`config.mk`:
```
export PLATFORM = sky130hd
export DESIGN_NAME = pipe_skid_reg
export DESIGN_NICKNAME = d
export VERILOG_FILES = /design/src/rtl/pipe_skid_reg.sv
export SDC_FILE = /design/constraint.sdc
export NUM_CORES = 1
export LEC_CHECK = 0
export CORE_UTILIZATION = 43
export DETAILED_ROUTE_END_ITERATION = 8
export PLACE_DENSITY = 0.74
export SLEW_MARGIN = 10
export SYNTH_ARGS = -nofsm -noshare
export SYNTH_HDL_FRONTEND = slang
export SYNTH_SLANG_ARGS = --single-unit
```
`constraint.sdc`:
```
create_clock -name clk -period 1.6 [get_ports clk]
set_clock_uncertainty 0.2 [all_clocks]
set_input_delay 0.24 -clock clk [delete_from_list [all_inputs] [get_ports clk]]
set_output_delay 0.24 -clock clk [all_outputs]
set_load 0.03 [all_outputs]
```
`src/rtl/pipe_skid_reg.sv`:
```
// Two-entry valid/ready pipeline register with a skid slot, a synchronous flush and
// a saturating counter of output-stall cycles. out_valid comes straight from a flop.
module pipe_skid_reg #(
  parameter int                DATA_W    = 3,
  parameter logic [DATA_W-1:0] RESET_VAL = '0,
  parameter int                CNT_W     = 8
) (
  input  logic              clk,
  input  logic              reset,
  input  logic              in_valid,
  output logic              in_ready,
  input  logic [DATA_W-1:0] in_data,
  output logic              out_valid,
  input  logic              out_ready,
  output logic [DATA_W-1:0] out_data,
  input  logic              flush,
  output logic [CNT_W-1:0]  stall_cnt
);

  typedef enum logic [1:0] {
    EMPTY = 2'd0,
    BUSY  = 2'd1,
    FULL  = 2'd2
  } state_e;

  localparam logic [CNT_W-1:0] CNT_ONE = {{(CNT_W-1){1'b0}}, 1'b1};
  localparam logic [CNT_W-1:0] CNT_MAX = '1;

  state_e            state_q, state_d;
  logic [DATA_W-1:0] main_q, main_d;
  logic [DATA_W-1:0] skid_q, skid_d;
  logic              out_valid_q, out_valid_d;
  logic [CNT_W-1:0]  cnt_q, cnt_d;
  logic              in_xfer, out_xfer;

  // in_ready looks only at our own state and flush, never at out_ready.
  assign in_ready  = (state_q != FULL) && !flush;
  assign in_xfer   = in_valid && in_ready;
  assign out_xfer  = out_valid_q && out_ready;
  assign out_valid = out_valid_q;
  assign out_data  = main_q;
  assign stall_cnt = cnt_q;

  always_comb begin
    state_d = state_q;
    main_d  = main_q;
    skid_d  = skid_q;
    unique case (state_q)
      EMPTY: begin
        if (in_xfer) begin
          main_d  = in_data;
          state_d = BUSY;
        end
      end
      BUSY: begin
        if (out_xfer && in_xfer) begin
          main_d = in_data;
        end else if (out_xfer) begin
          state_d = EMPTY;
        end else if (in_xfer) begin
          skid_d  = in_data;
          state_d = FULL;
        end
      end
      FULL: begin
        if (out_xfer) begin
          main_d  = skid_q;
          state_d = BUSY;
        end
      end
      default: state_d = EMPTY;
    endcase
    // flush overrides every transition above
    if (flush) begin
      state_d = EMPTY;
      main_d  = RESET_VAL;
      skid_d  = RESET_VAL;
    end
    out_valid_d = (state_d != EMPTY);
  end

  always_comb begin
    cnt_d = cnt_q;
    if (flush) begin
      cnt_d = '0;
    end else if (out_valid_q && !out_ready && (cnt_q != CNT_MAX)) begin
      cnt_d = cnt_q + CNT_ONE;
    end
  end

  always_ff @(posedge clk or negedge reset) begin
    if (!reset) begin
      state_q     <= EMPTY;
      main_q      <= RESET_VAL;
      skid_q      <= RESET_VAL;
      out_valid_q <= 1'b0;
      cnt_q       <= '0;
    end else begin
      state_q     <= state_d;
      main_q      <= main_d;
      skid_q      <= skid_d;
      out_valid_q <= out_valid_d;
      cnt_q       <= cnt_d;
    end
  end

endmodule

```
==> metrics.txt, run 1 <==
failing checks=setup timing; sequential share of power=0.506; Nets=146; Routed WL=2090 um; Final Hold Vio Count=0; cts hold-fix bufs=0; post-synth top area share=0.466; status=finished with violations; Mapped Area=912 um^2; reg2reg setup slack=-0.04 ns; crit path cell chain=a21bo_4, a211oi_4, mux2_1; Ports=21; DIE AREA=0.00231 mm^2; power share of the combinational group=0.251; kind of critical path=register to register; sequential-to-total area share from yosys stat=0.466; gr ovfl total=0; Post-DP Area=0.00124 mm^2; first-pass GRT wire length=3160 um; worst vdd ir=0.728 mV; die height=48.1 um; min Tclk post-route=1.64 ns; Worst setup SP type=register; CTS HTree Levels=1; post-synthesis cell type with the largest combined area=dfrtp_1; Net Sw Frac=0.303; area delta synth->final=44.2%; Critical Path AT=1.63 ns; Pwr Total=963 uW; PwrDens=732 mW/mm^2; Crit path max-delay family=compound AO/OA/AOI/OAI gates; hpwl dp=1560 um; Worst Hold Class=input pin to asynchronous set/reset pin; initial core utilization=0.460; drt pass-1 iters=3; max cap viols=0; later-pin clock latency in the skew report=0.30 ns; via count=812; setup ws final=-0.0437 ns; Seq cells post-synth=17; Final Cell Area=0.00132 mm^2; Antenna Diode Count=0; GR Util All Layers=0.204; RSZ-0062 raised after global routing=yes; Synth Warn #=0; Sw Pwr=292 uW; critical path required time=1.59 ns; largest net degree at the start of global routing=18; CTS tree=built; core area=0.00198 mm^2; die width=48.1 um; Worst-Margin Slew=0.451 ns; cell count after synthesis=98; Post-Syn Area per Cell=9.31 um^2; I/O Buffers=20; synth unique cells=28; clock sink total=17; initial antenna violation count=0; Setup TNS=-0.0822 ns; number of synthesized flops with an enable pin=0; Reg clk slew, reported paths=0.11 ns; Final Util=0.664; Setup violations, final=3; leakage=0.611 nW; DRC=0; reg2reg start=state_q[0]; DRT antenna net count=0; clock buffer depth=2; worst slack at placement=-0.348 ns; Pint=671 uW; Tcrit/Tclk final=1.03; top cells by area, synth=dfrtp_1, nand2_1, mux2i_1; slowest CP cell=dfrtp_1; CP Buf/Inv Count=0; Synthesized Nets=107; CP endpoint kind=register; Inserted Clock Buffers=3; vias in the first global route=733; Via density=4.98; share of cells above drive strength 1=0.287; Max Slew Vio Count=0; worst-path maximum fanout=4; GPL Wtd Cong=0.827; CTS root buffer=clkbuf_4; top-count cell post-synth=nand2_1; FF-to-FF End=out_data[0]; DR iter-0 viols=12; worst relative slew slack=0.698; Post-synth top flop=dfrtp_1; top cells by count, synth=nand2_1, dfrtp_1, nor2_1, a21oi_1, nand2b_1; Max stage delay on crit path=0.43 ns; post-synthesis async set-or-reset flop share=1.00; DR WL/cell=12.8 um; FP Rows=16; Clk pwr share=0.242; fmax=608 MHz; r2r worst-path depth=3
[worst max-delay path by stage]
stage	startpoint	endpoint	slack (ns)	cells after the start
floorplan	out_valid	out_data[0]	-0.02	3
global placement	out_ready	out_data[1]	-0.31	4
detailed placement	out_ready	out_data[0]	-0.35	4
CTS	state_q[1]	in_ready	-0.04	3
global route	state_q[0]	out_data[1]	-0.08	3
finish	state_q[0]	out_data[0]	-0.04	3
[layer usage]
layer | GRT usage | wire, um | up-vias
li1 | - | - | 414
met1 | 0.271 | 1010 | 384
met2 | 0.330 | 1010 | 12
met3 | 0.0566 | 60 | 2
met4 | 0.0500 | 15 | 0
met5 | 0 | 0 | -
[flip-flops by register name, indices dropped and copies added, names as in the netlist]
name / cells
out_data: 3
stall_cnt: 8
skid_q: 3
state_q: 2
out_valid: 1
[cells by family (layout without fill, tap and decap cells)]
group | count (synthesis) | in the layout | share of synthesized area
buffers and inverters | 4 | 42 | 0.0192
AND/OR/NAND/NOR | 48 | 48 | 0.257
XOR/XNOR | 2 | 2 | 0.0192
multiplexers | 7 | 7 | 0.0809
adder cells (fa/ha/maj) | 1 | 1 | 0.0137
AO/OA/AOI/OAI | 19 | 19 | 0.144
flip-flops | 17 | 17 | 0.466
[cells in the final DEF, fill, tap and decap left out, types with 2 or more instances in the layout]
| master | instances |
|---|---|
| dfrtp_2 | 3 |
| a31oi_1 | 3 |
| clkdlybuf4s15_1 | 2 |
| o21bai_1 | 2 |
| nor2_1 | 9 |
| nor2b_1 | 2 |
| o21ai_0 | 3 |
| clkdlybuf4s50_1 | 5 |
| mux2_1 | 2 |
| mux2i_1 | 4 |
| nand2b_1 | 6 |
| nand2_1 | 18 |
| dfrtp_1 | 14 |
| dlygate4sd2_1 | 9 |
| nand3_1 | 3 |
| clkbuf_4 | 3 |
| nor3_2 | 2 |
| a21oi_1 | 7 |
| buf_4 | 18 |
[power groups by stage]
stage	Combinational, mW	Clock [mW]	Sequential [mW]
5_1_grt	0.264	0.257	0.492
2_1_floorplan	0.0884	0	0.527
6_report	0.242	0.233	0.487
3_5_place_dp	0.224	0	0.496
4_1_cts	0.240	0.239	0.485
3_3_place_gp	0.219	0	0.495
[worst register-to-register path: cells and delay by family, from the launching register on]
kind            cells  cell delay [ns]
mux                 1             0.36
flops               1             0.43
compound gates      2             0.54
[per-stage QoR]
stage	instances	hold WS [ns]
finish	163	0.0569
global route	163	0.0987
CTS	163	0.0591
detailed placement	156	0.277
global placement	156	0.264
floorplan	98	-0.256
[layout make-up]
| class | count | area, um^2 |
|---|---|---|
| clock buffers | 3 | 22.5 |
| repair buffers | 37 | 313 |
| inverters | 1 | 3.75 |
| well taps | 27 | 33.8 |
| flip-flops and latches | 17 | 429 |
| fillers | 178 | 667 |
| multi-input cells | 77 | 508 |
| clock inverters | 1 | 5.00 |
[repair_timing]
action | 4_1_cts | 5_1_grt
endpoints found under the hold margin | 0 | 0
pin swaps | 0 | 1
endpoints found under the setup margin | 16 | 13
resized for setup | 17 | 11
buffers inserted | 3 | 0
(Power assumes the default switching activity.)
==> run 2, diff against run 1 <==
--- a/config.mk
+++ b/config.mk
@@ -5,9 +5,10 @@
 export SDC_FILE = /design/constraint.sdc
 export NUM_CORES = 1
 export LEC_CHECK = 0
-export CORE_UTILIZATION = 43
+export CORE_UTILIZATION = 52
 export DETAILED_ROUTE_END_ITERATION = 8
-export PLACE_DENSITY = 0.74
+export MAX_ROUTING_LAYER = met4
+export PLACE_DENSITY = 0.84
 export SLEW_MARGIN = 10
 export SYNTH_ARGS = -nofsm -noshare
 export SYNTH_HDL_FRONTEND = slang
==> constraint.sdc (replaced) <==
create_clock -name clk -period 2.1 [get_ports clk]
set_clock_uncertainty 0.2 [all_clocks]
set_input_delay 0.315 -clock clk [delete_from_list [all_inputs] [get_ports clk]]
set_output_delay 0.315 -clock clk [all_outputs]
set_load 0.03 [all_outputs]
==> metrics.txt, run 2 (synthesis gave the netlist of run 1 again) <==
Worst-Margin Slew=0.502 ns; drt pass-1 iters=6; post-CTS sizing=0; CP endpoint kind=output pin; die height=43.9 um; PwrDens=607 mW/mm^2; Via density=5.59; share of cells above drive strength 1=0.0984; Critical Path AT=1.54 ns; min Tclk post-route=2.05 ns; DP Cell Count=134; DRT antenna net count=0; Net Sw Frac=0.303; Setup violations, final=0; most common cell after layout, fill and taps aside=clkdlybuf4s50_1; worst relative slew slack=0.664; GR Util All Layers=0.231; filler cell count in the final layout=122; via count=772; worst-path maximum fanout=9; cts hold-fix bufs=0; Final Hold Vio Count=0; status=finished clean; power share of the combinational group=0.229; Reg clk slew, reported paths=0.10 ns; Worst setup SP type=register; reg2reg start=stall_cnt[0]; clock sink total=17; GPL Wtd Cong=0.873; Pint=494 uW; vias in the first global route=677; worst vdd ir=0.450 mV; first-pass GRT wire length=3080 um; kind of critical path=register to output pin; Ports=21; commonest non-fill, non-tap cells in the layout=clkdlybuf4s50_1, nand2_1, dfrtp_1; final cell count without fillers=138; Crit path max-delay family=buffers and inverters; Routed WL=1940 um; DRC=0; Worst Hold Class=input pin to asynchronous set/reset pin; Tcrit/Tclk final=0.978; DIE AREA=0.00193 mm^2; CTS HTree Levels=1; Max stage delay on crit path=0.73 ns; CP Buf/Inv Count=1; CP startpoint=stall_cnt[3]; initial antenna violation count=0; die width=43.9 um; RSZ-0062 raised after global routing=no; gr ovfl total=0; I/O Buffers=20; r2r worst-path depth=5; Worst path depth=1; DR iter-0 viols=21; largest net degree at the start of global routing=18; Max Slew Vio Count=0; Largest register FFs=8; initial core utilization=0.579; hpwl dp=1460 um; later-pin clock latency in the skew report=0.29 ns; DR WL/cell=14.1 um; area delta synth->final=27.8%; Nets=132; max cap viols=0; critical path required time=1.58 ns; FP Rows=14; sequential share of power=0.521; Sw Pwr=214 uW; fmax=487 MHz; Inserted Clock Buffers=3; clock buffer depth=2; Clk pwr share=0.250; leakage=0.488 nW; core area=0.00158 mm^2; CTS root buffer=clkbuf_4; crit path cell chain=clkdlybuf4s50_1; Setup Fix Bufs, Post-CTS=0; Setup TNS=0 ns; CTS tree=built; Antenna Diode Count=0; slowest CP cell=clkdlybuf4s50_1
==> run 2: cell types whose count changed in the layout (fill, tap and decap cells not counted), sizes merged <==
cell           delta
clkdlybuf4s15     -2
clkdlybuf4s50    +14
dlygate4sd2       -9
dlymetal6s2s      -1
clkbuf            -1
buf              -15
==> run 2: worst register-to-register path: cells and delay by family, from the launching register on <==
kind | cells | cell delay, ns
and+or+nand+nor | 2 | 0.17
AOI/OAI and AO/OA | 1 | 0.26
muxes | 1 | 0.26
adders and majority gates | 1 | 0.30
DFF | 1 | 0.41
==> run 2: power groups by stage <==
| stage | combinational [mW] | sequential, mW | clock (mW) |
|---|---|---|---|
| 2_1_floorplan | 0.0674 | 0.400 | 0 |
| 3_3_place_gp | 0.158 | 0.375 | 0 |
| 3_5_place_dp | 0.161 | 0.376 | 0 |
| 4_1_cts | 0.162 | 0.370 | 0.184 |
| 5_1_grt | 0.173 | 0.373 | 0.196 |
| 6_report | 0.162 | 0.369 | 0.177 |
==> run 2: path summary, 6_finish.rpt <==
| check | endpoint | slack, ns |
|---|---|---|
| hold / removal | skid_q[1] | 0.15 |
| min in group clk | skid_q[2] | 0.30 |
| setup / recovery | stall_cnt[3] | 0.05 |
| max in group asynchronous | stall_cnt[6] | 1.36 |
| setup reg to reg | stall_cnt[1] | 0.39 |
| hold reg to reg | skid_q[2] | 0.30 |
==> run 2: stage by stage <==
| stage | hold slack [ns] | worst slack, ns | total power, mW | utilization | area (um^2) |
|---|---|---|---|---|---|
| after floorplan | -0.181 | 0.384 | 0.467 | - | 912 |
| after global placement | 0.265 | 0.134 | 0.533 | 0.722 | 1140 |
| after detailed placement | 0.280 | 0.104 | 0.538 | 0.722 | 1140 |
| after CTS | 0.149 | 0.0505 | 0.715 | 0.740 | 1170 |
| after global routing | 0.161 | 0.0106 | 0.742 | 0.740 | 1170 |
| final | 0.150 | 0.0467 | 0.708 | 0.740 | 1170 |
==> run 2: layout make-up <==
class | instances | area (um^2) | share of cell area
clock inverters | 1 | 5.00 | 0.00429
well taps | 16 | 20.0 | 0.0172
repair buffers | 23 | 220 | 0.189
inverters | 1 | 3.75 | 0.00322
clock buffers | 3 | 22.5 | 0.0193
flip-flops and latches | 17 | 425 | 0.365
multi-input cells | 77 | 469 | 0.402
==> run 2: layer usage <==
layer / vias to the layer above / GRT usage / share of wire
met5: - / - / 0
li1: 386 / - / -
met2: 18 / 0.349 / 0.48
met3: 2 / 0.0500 / 0.045
met4: 0 / 0.0727 / 0.0046
met1: 366 / 0.313 / 0.47
